File: src/rtl/fifo_pkg.sv
// Shared sizing helpers, default thresholds and access-kind encoding
// for the synchronous show-ahead FIFO.
package fifo_pkg;

  localparam int DEF_AE_LEVEL = 2;

  // Pointer/count width: one extra bit above the address holds the wrap flag.
  function automatic int ptr_width(input int depth);
    return $clog2(depth) + 1;
  endfunction

  function automatic int def_af_level(input int depth);
    return depth - 2;
  endfunction

  typedef enum logic [1:0] {
    ACC_NONE = 2'b00,
    ACC_WR   = 2'b01,
    ACC_RD   = 2'b10,
    ACC_BOTH = 2'b11
  } acc_e;

endpackage

File: src/rtl/fifo_mem_2p.sv
// Storage array: one synchronous write port, one asynchronous read port.
// Contents are deliberately not reset.
module fifo_mem_2p #(
  parameter int width = 11,
  parameter int depth = 16
) (
  input  logic                     clk,
  input  logic                     wr_en,
  input  logic [$clog2(depth)-1:0] wr_addr,
  input  logic [width-1:0]         wr_data,
  input  logic [$clog2(depth)-1:0] rd_addr,
  output logic [width-1:0]         rd_data
);

  logic [width-1:0] mem [depth];

  always_ff @(posedge clk) begin
    if (wr_en) mem[wr_addr] <= wr_data;
  end

  assign rd_data = mem[rd_addr];

endmodule

File: src/rtl/fifo_sync_param.sv
// Synchronous show-ahead FIFO: pointers, occupancy count and status/error
// flags around a two-port storage array.
module fifo_sync_param
  import fifo_pkg::*;
#(
  parameter int bw       = 11,
  parameter int simd     = 1,
  parameter int depth    = 16,
  parameter int af_level = def_af_level(depth),
  parameter int ae_level = DEF_AE_LEVEL
) (
  input  logic                          clk,
  input  logic                          reset_n,
  input  logic                          flush,
  input  logic                          wr,
  input  logic [simd*bw-1:0]            in,
  input  logic                          rd,
  output logic [simd*bw-1:0]            out,
  output logic                          o_full,
  output logic                          o_empty,
  output logic                          o_almost_full,
  output logic                          o_almost_empty,
  output logic [ptr_width(depth)-1:0]   o_count,
  output logic                          o_overflow,
  output logic                          o_underflow
);

  localparam int W  = simd * bw;
  localparam int PW = ptr_width(depth);
  localparam int AW = PW - 1;

  localparam logic [PW-1:0] FULL_CNT = PW'(depth);
  localparam logic [PW-1:0] AF_CNT   = PW'(af_level);
  localparam logic [PW-1:0] AE_CNT   = PW'(ae_level);

  logic [PW-1:0] wr_ptr, rd_ptr, count;
  logic          rd_acc, wr_acc;
  acc_e          acc;

  // Accept decisions use only registered state, so a full FIFO may take a
  // write when the same cycle's read frees a slot, but an empty one never
  // forwards the incoming word to the reader.
  always_comb begin
    rd_acc = rd && (count != '0);
    wr_acc = wr && ((count != FULL_CNT) || rd_acc);
    acc    = acc_e'({rd_acc, wr_acc});
  end

  always_ff @(posedge clk or negedge reset_n) begin
    if (!reset_n) begin
      wr_ptr      <= '0;
      rd_ptr      <= '0;
      count       <= '0;
      o_overflow  <= 1'b0;
      o_underflow <= 1'b0;
    end else if (flush) begin
      wr_ptr      <= '0;
      rd_ptr      <= '0;
      count       <= '0;
      o_overflow  <= 1'b0;
      o_underflow <= 1'b0;
    end else begin
      if (wr_acc) wr_ptr <= wr_ptr + 1'b1;
      if (rd_acc) rd_ptr <= rd_ptr + 1'b1;
      case (acc)
        ACC_WR:  count <= count + 1'b1;
        ACC_RD:  count <= count - 1'b1;
        default: count <= count;
      endcase
      if (wr && !wr_acc) o_overflow  <= 1'b1;
      if (rd && !rd_acc) o_underflow <= 1'b1;
    end
  end

  always_comb begin
    o_count        = count;
    o_full         = (count == FULL_CNT);
    o_empty        = (count == '0);
    o_almost_full  = (count >= AF_CNT);
    o_almost_empty = (count <= AE_CNT);
  end

  fifo_mem_2p #(
    .width(W),
    .depth(depth)
  ) u_mem (
    .clk    (clk),
    .wr_en  (wr_acc && !flush),
    .wr_addr(wr_ptr[AW-1:0]),
    .wr_data(in),
    .rd_addr(rd_ptr[AW-1:0]),
    .rd_data(out)
  );

endmodule
File: config.mk
export PLATFORM = sky130hd
export DESIGN_NAME = fifo_sync_param
export DESIGN_NICKNAME = d
export VERILOG_FILES = /design/src/rtl/fifo_pkg.sv /design/src/rtl/fifo_mem_2p.sv /design/src/rtl/fifo_sync_param.sv
export SDC_FILE = /design/constraint.sdc
export NUM_CORES = 1
export LEC_CHECK = 0
export ABC_AREA = 1
export CAP_MARGIN = 40
export CORE_UTILIZATION = 55
export DETAILED_ROUTE_END_ITERATION = 10
export PLACE_DENSITY = 0.74
export SLEW_MARGIN = 20
export SYNTH_ARGS = -nofsm -noshare
export SYNTH_HDL_FRONTEND = slang
export SYNTH_SLANG_ARGS = --single-unit
File: constraint.sdc
create_clock -name clk -period 4 [get_ports clk]
set_clock_uncertainty 0.1 [all_clocks]
set_input_delay 0.8 -clock clk [delete_from_list [all_inputs] [get_ports clk]]
set_output_delay 0.8 -clock clk [all_outputs]
set_load 0.005 [all_outputs]
==> metrics.yaml, run 1 <==
status: "finished, final reports clean"
rsz0062_at_grt: "false"
ir_drop_mv: 0.3090
cts.sink_count: 191
area_growth_pct: 15.15
rows: 43
ys_ff_latch: 191
synth_area_leaders: "edfxtp_1 (66%), nor2_1 (6.5%), o21ai_0 (5.2%)"
cts_tree: "built"
synth_cells: 657
overflow: 0
final_area_sq_mm: 0.009271
vias: 5478
grt_pass1_wl_mm: 29.50
total_leakage_power_uw: 0.003227
clk_pin_slew_ps: 60
r2r_cells: 7
dr.pass1.iters: 5
syn_avg_cell_area_sq_um: 12.25
yosys_warnings: 0
worstMarginPinSlew_ps: 723.8
io_buffer_count: 37
fp.dieArea_sq_mm: 0.01513
min_period_ps: 3626
grt_usage_pct: 27.57
dp_slack_ps: 815.2
die_width_microns: 123.0
die_y_microns: 123.0
whs_path_depth: 2
drv_cap: 0
ys_seq_area_share_pct: 70.30
drv_slew: 0
worstReg2RegEnd: "u_mem.mem[14][6]$_DFFE_PP_"
place_area_sq_mm: 0.008657
critPathRequiredTime_ps: 3100
critPathArrivalTime_ps: 2730
synth_top_area_share_pct: 65.64
start_util_pct: 57.12
post_cts_resize_count: 0
min-delay-start: "o_overflow$_DFFE_PN0P_"
drive_above_1_share_pct: 8.939
r2r_slack_ps: 1660
nets: 729
period_share_pct: 90.64
cts_root_buffer: "clkbuf_16"
critPathMaxFanout: 39
synth_area_sq_mm: 0.008051
clock.fmax_ghz: 0.2758
clkLatencyLatePin_ps: 430
fin_tns_setup_ps: 0
powerDensity_mw_per_mm2: 578.6
hold_ws_ps: 420.5
finalSetupViolCount: 0
fp.coreArea_sq_mm: 0.01410
syn_nets: 682
hold_end: "o_overflow$_DFFE_PN0P_"
end_kind: "primary output"
slew_headroom_pct: 51.60
viasPerCell: 6.107
htreeDepth: 4
postCtsSetupBuffers: 0
grt_antenna_before_repair: 0
grt_max_degree: 99
worst_setup_path_start_kind: "register"
postLayoutSetupSlackWorst_ps: 374.4
fin_util_pct: 65.77
cts_buffers: 17
place.gp.congestion: 0.8046
cts.path.max_buffers: 2
drc_errors: 0
io-pin-count: 38
wl_per_cell_microns: 21.58
wl_mm: 19.36
grt_pass1_vias: 5330
yosysTopAreaCell: "edfxtp_1"
cts_hold_buffers: 0
antenna_left: 0
hpwlAfterDp_mm: 11.50
r2r_start: "o_count[1]$_DFFE_PN0P_"
path_class: "reg2out"
yosysUniqueCellTypes: 29
hp-class: "reg2reg"
drtIter0Drc: 755
hold_viol: 0
[sequential cells by signal (all words and copies together), names as in the netlist]
name	count
o_count	5
o_underflow	1
o_overflow	1
rd_ptr	4
u_mem.mem	176
wr_ptr	4
[metrics by stage]
stage,total power (uW),std cells
after floorplan,3198,657
after global placement,3595,863
after detailed placement,3650,864
after CTS,5346,895
after global routing,5612,896
final,5365,897
[kinds of logic (layout without fill, tap and decap cells)]
group	after synthesis	in the layout	share of synthesized area, %
adder cells (fa/ha/maj)	9	9	1.492
buffers and inverters	67	126	4.258
other	0	1	0
AND/OR/NAND/NOR	233	233	12.39
AO/OA/AOI/OAI	155	155	11.34
XOR/XNOR	2	2	0.2176
flip-flops	191	191	70.30
[metal layers]
layer | vias to the layer above | track usage, % | part of all wire, %
li1 | 2458 | - | -
met1 | 2737 | 36.98 | 41
met2 | 247 | 43.22 | 48
met3 | 36 | 6.319 | 7.4
met4 | 0 | 12.42 | 2.8
met5 | - | 0 | 0
[cell usage in the layout, fill, tap and decap left out, types with 17 or more instances in the layout]
cell / netlist / layout
nand3_1: 43 / 43
buf_4: 6 / 25
o21ai_0: 83 / 83
nand2_1: 40 / 40
o211ai_1: 44 / 44
edfxtp_1: 176 / 176
nor2_1: 140 / 140
clkdlybuf4s50_1: 0 / 37
clkbuf_16: 0 / 17
inv_1: 28 / 28
[power breakdown]
part	switching, uW	internal, uW
logic	807	538
registers	73.3	2230
clock network	687	1030
[worst max-delay path, stage by stage (launching register included)]
cell,delay [ps]
dfrtp_2,800
buf_4,340
o21ai_0,110
o211ai_1,200
nand3_1,110
nand2_1,160
clkdlybuf4s50_1,540
[cells in the mapped netlist]
| library cell | instances |
|---|---|
| nor2_4 | 2 |
| o211ai_1 | 44 |
| edfxtp_1 | 176 |
| fa_1 | 1 |
| nor2_2 | 1 |
| nand3_1 | 43 |
| a21oi_4 | 2 |
| inv_1 | 28 |
| a2111oi_0 | 1 |
| xnor2_1 | 2 |
| inv_4 | 1 |
| clkbuf_1 | 15 |
| clkbuf_8 | 1 |
| dfrtp_1 | 15 |
| nor3_1 | 2 |
| nand3_4 | 2 |
| a31oi_1 | 1 |
| nor2_1 | 140 |
| nand2_4 | 2 |
| a21oi_1 | 12 |
| ha_1 | 8 |
| buf_4 | 6 |
| inv_2 | 1 |
| buf_2 | 9 |
| o21ai_1 | 12 |
| buf_6 | 6 |
| nand2_1 | 40 |
| nand3_2 | 1 |
| o21ai_0 | 83 |
[final cells by class]
class	count	area [sq um]
fillers	1020	4825
inverters	30	115.1
multi-input cells	399	2048
diodes	1	2.502
clock buffers	21	440.4
flip-flops and latches	191	5663
well taps	180	225.2
repair buffers	65	633.1
clock inverters	10	143.9
[worst max-delay path by stage]
stage / startpoint / endpoint / slack, ps / depth (start not counted)
after CTS: rd_ptr[0]$_DFFE_PN0P_ / out[2] / 310 / 6
final: rd_ptr[1]$_DFFE_PN0P_ / out[2] / 370 / 6
after floorplan: wr / o_count[4]$_DFFE_PN0P_ / 1790 / 13
after detailed placement: rd_ptr[0]$_DFFE_PN0P_ / out[6] / 820 / 6
after global placement: rd_ptr[1]$_DFFE_PN0P_ / out[2] / 850 / 6
after global routing: rd_ptr[0]$_DFFE_PN0P_ / out[8] / 220 / 9
Power figures use the tool's default switching activity.
==> inputs of run 2 (changes only) <==
--- a/config.mk
+++ b/config.mk
@@ -6,6 +6,7 @@
 export NUM_CORES = 1
 export LEC_CHECK = 0
 export ABC_AREA = 1
+export ABC_CLOCK_PERIOD_IN_PS = 4000
 export CAP_MARGIN = 40
 export CORE_UTILIZATION = 55
 export DETAILED_ROUTE_END_ITERATION = 10
==> results of run 2 <==
Final layout, timing and power as in run 1 (identical DEF).
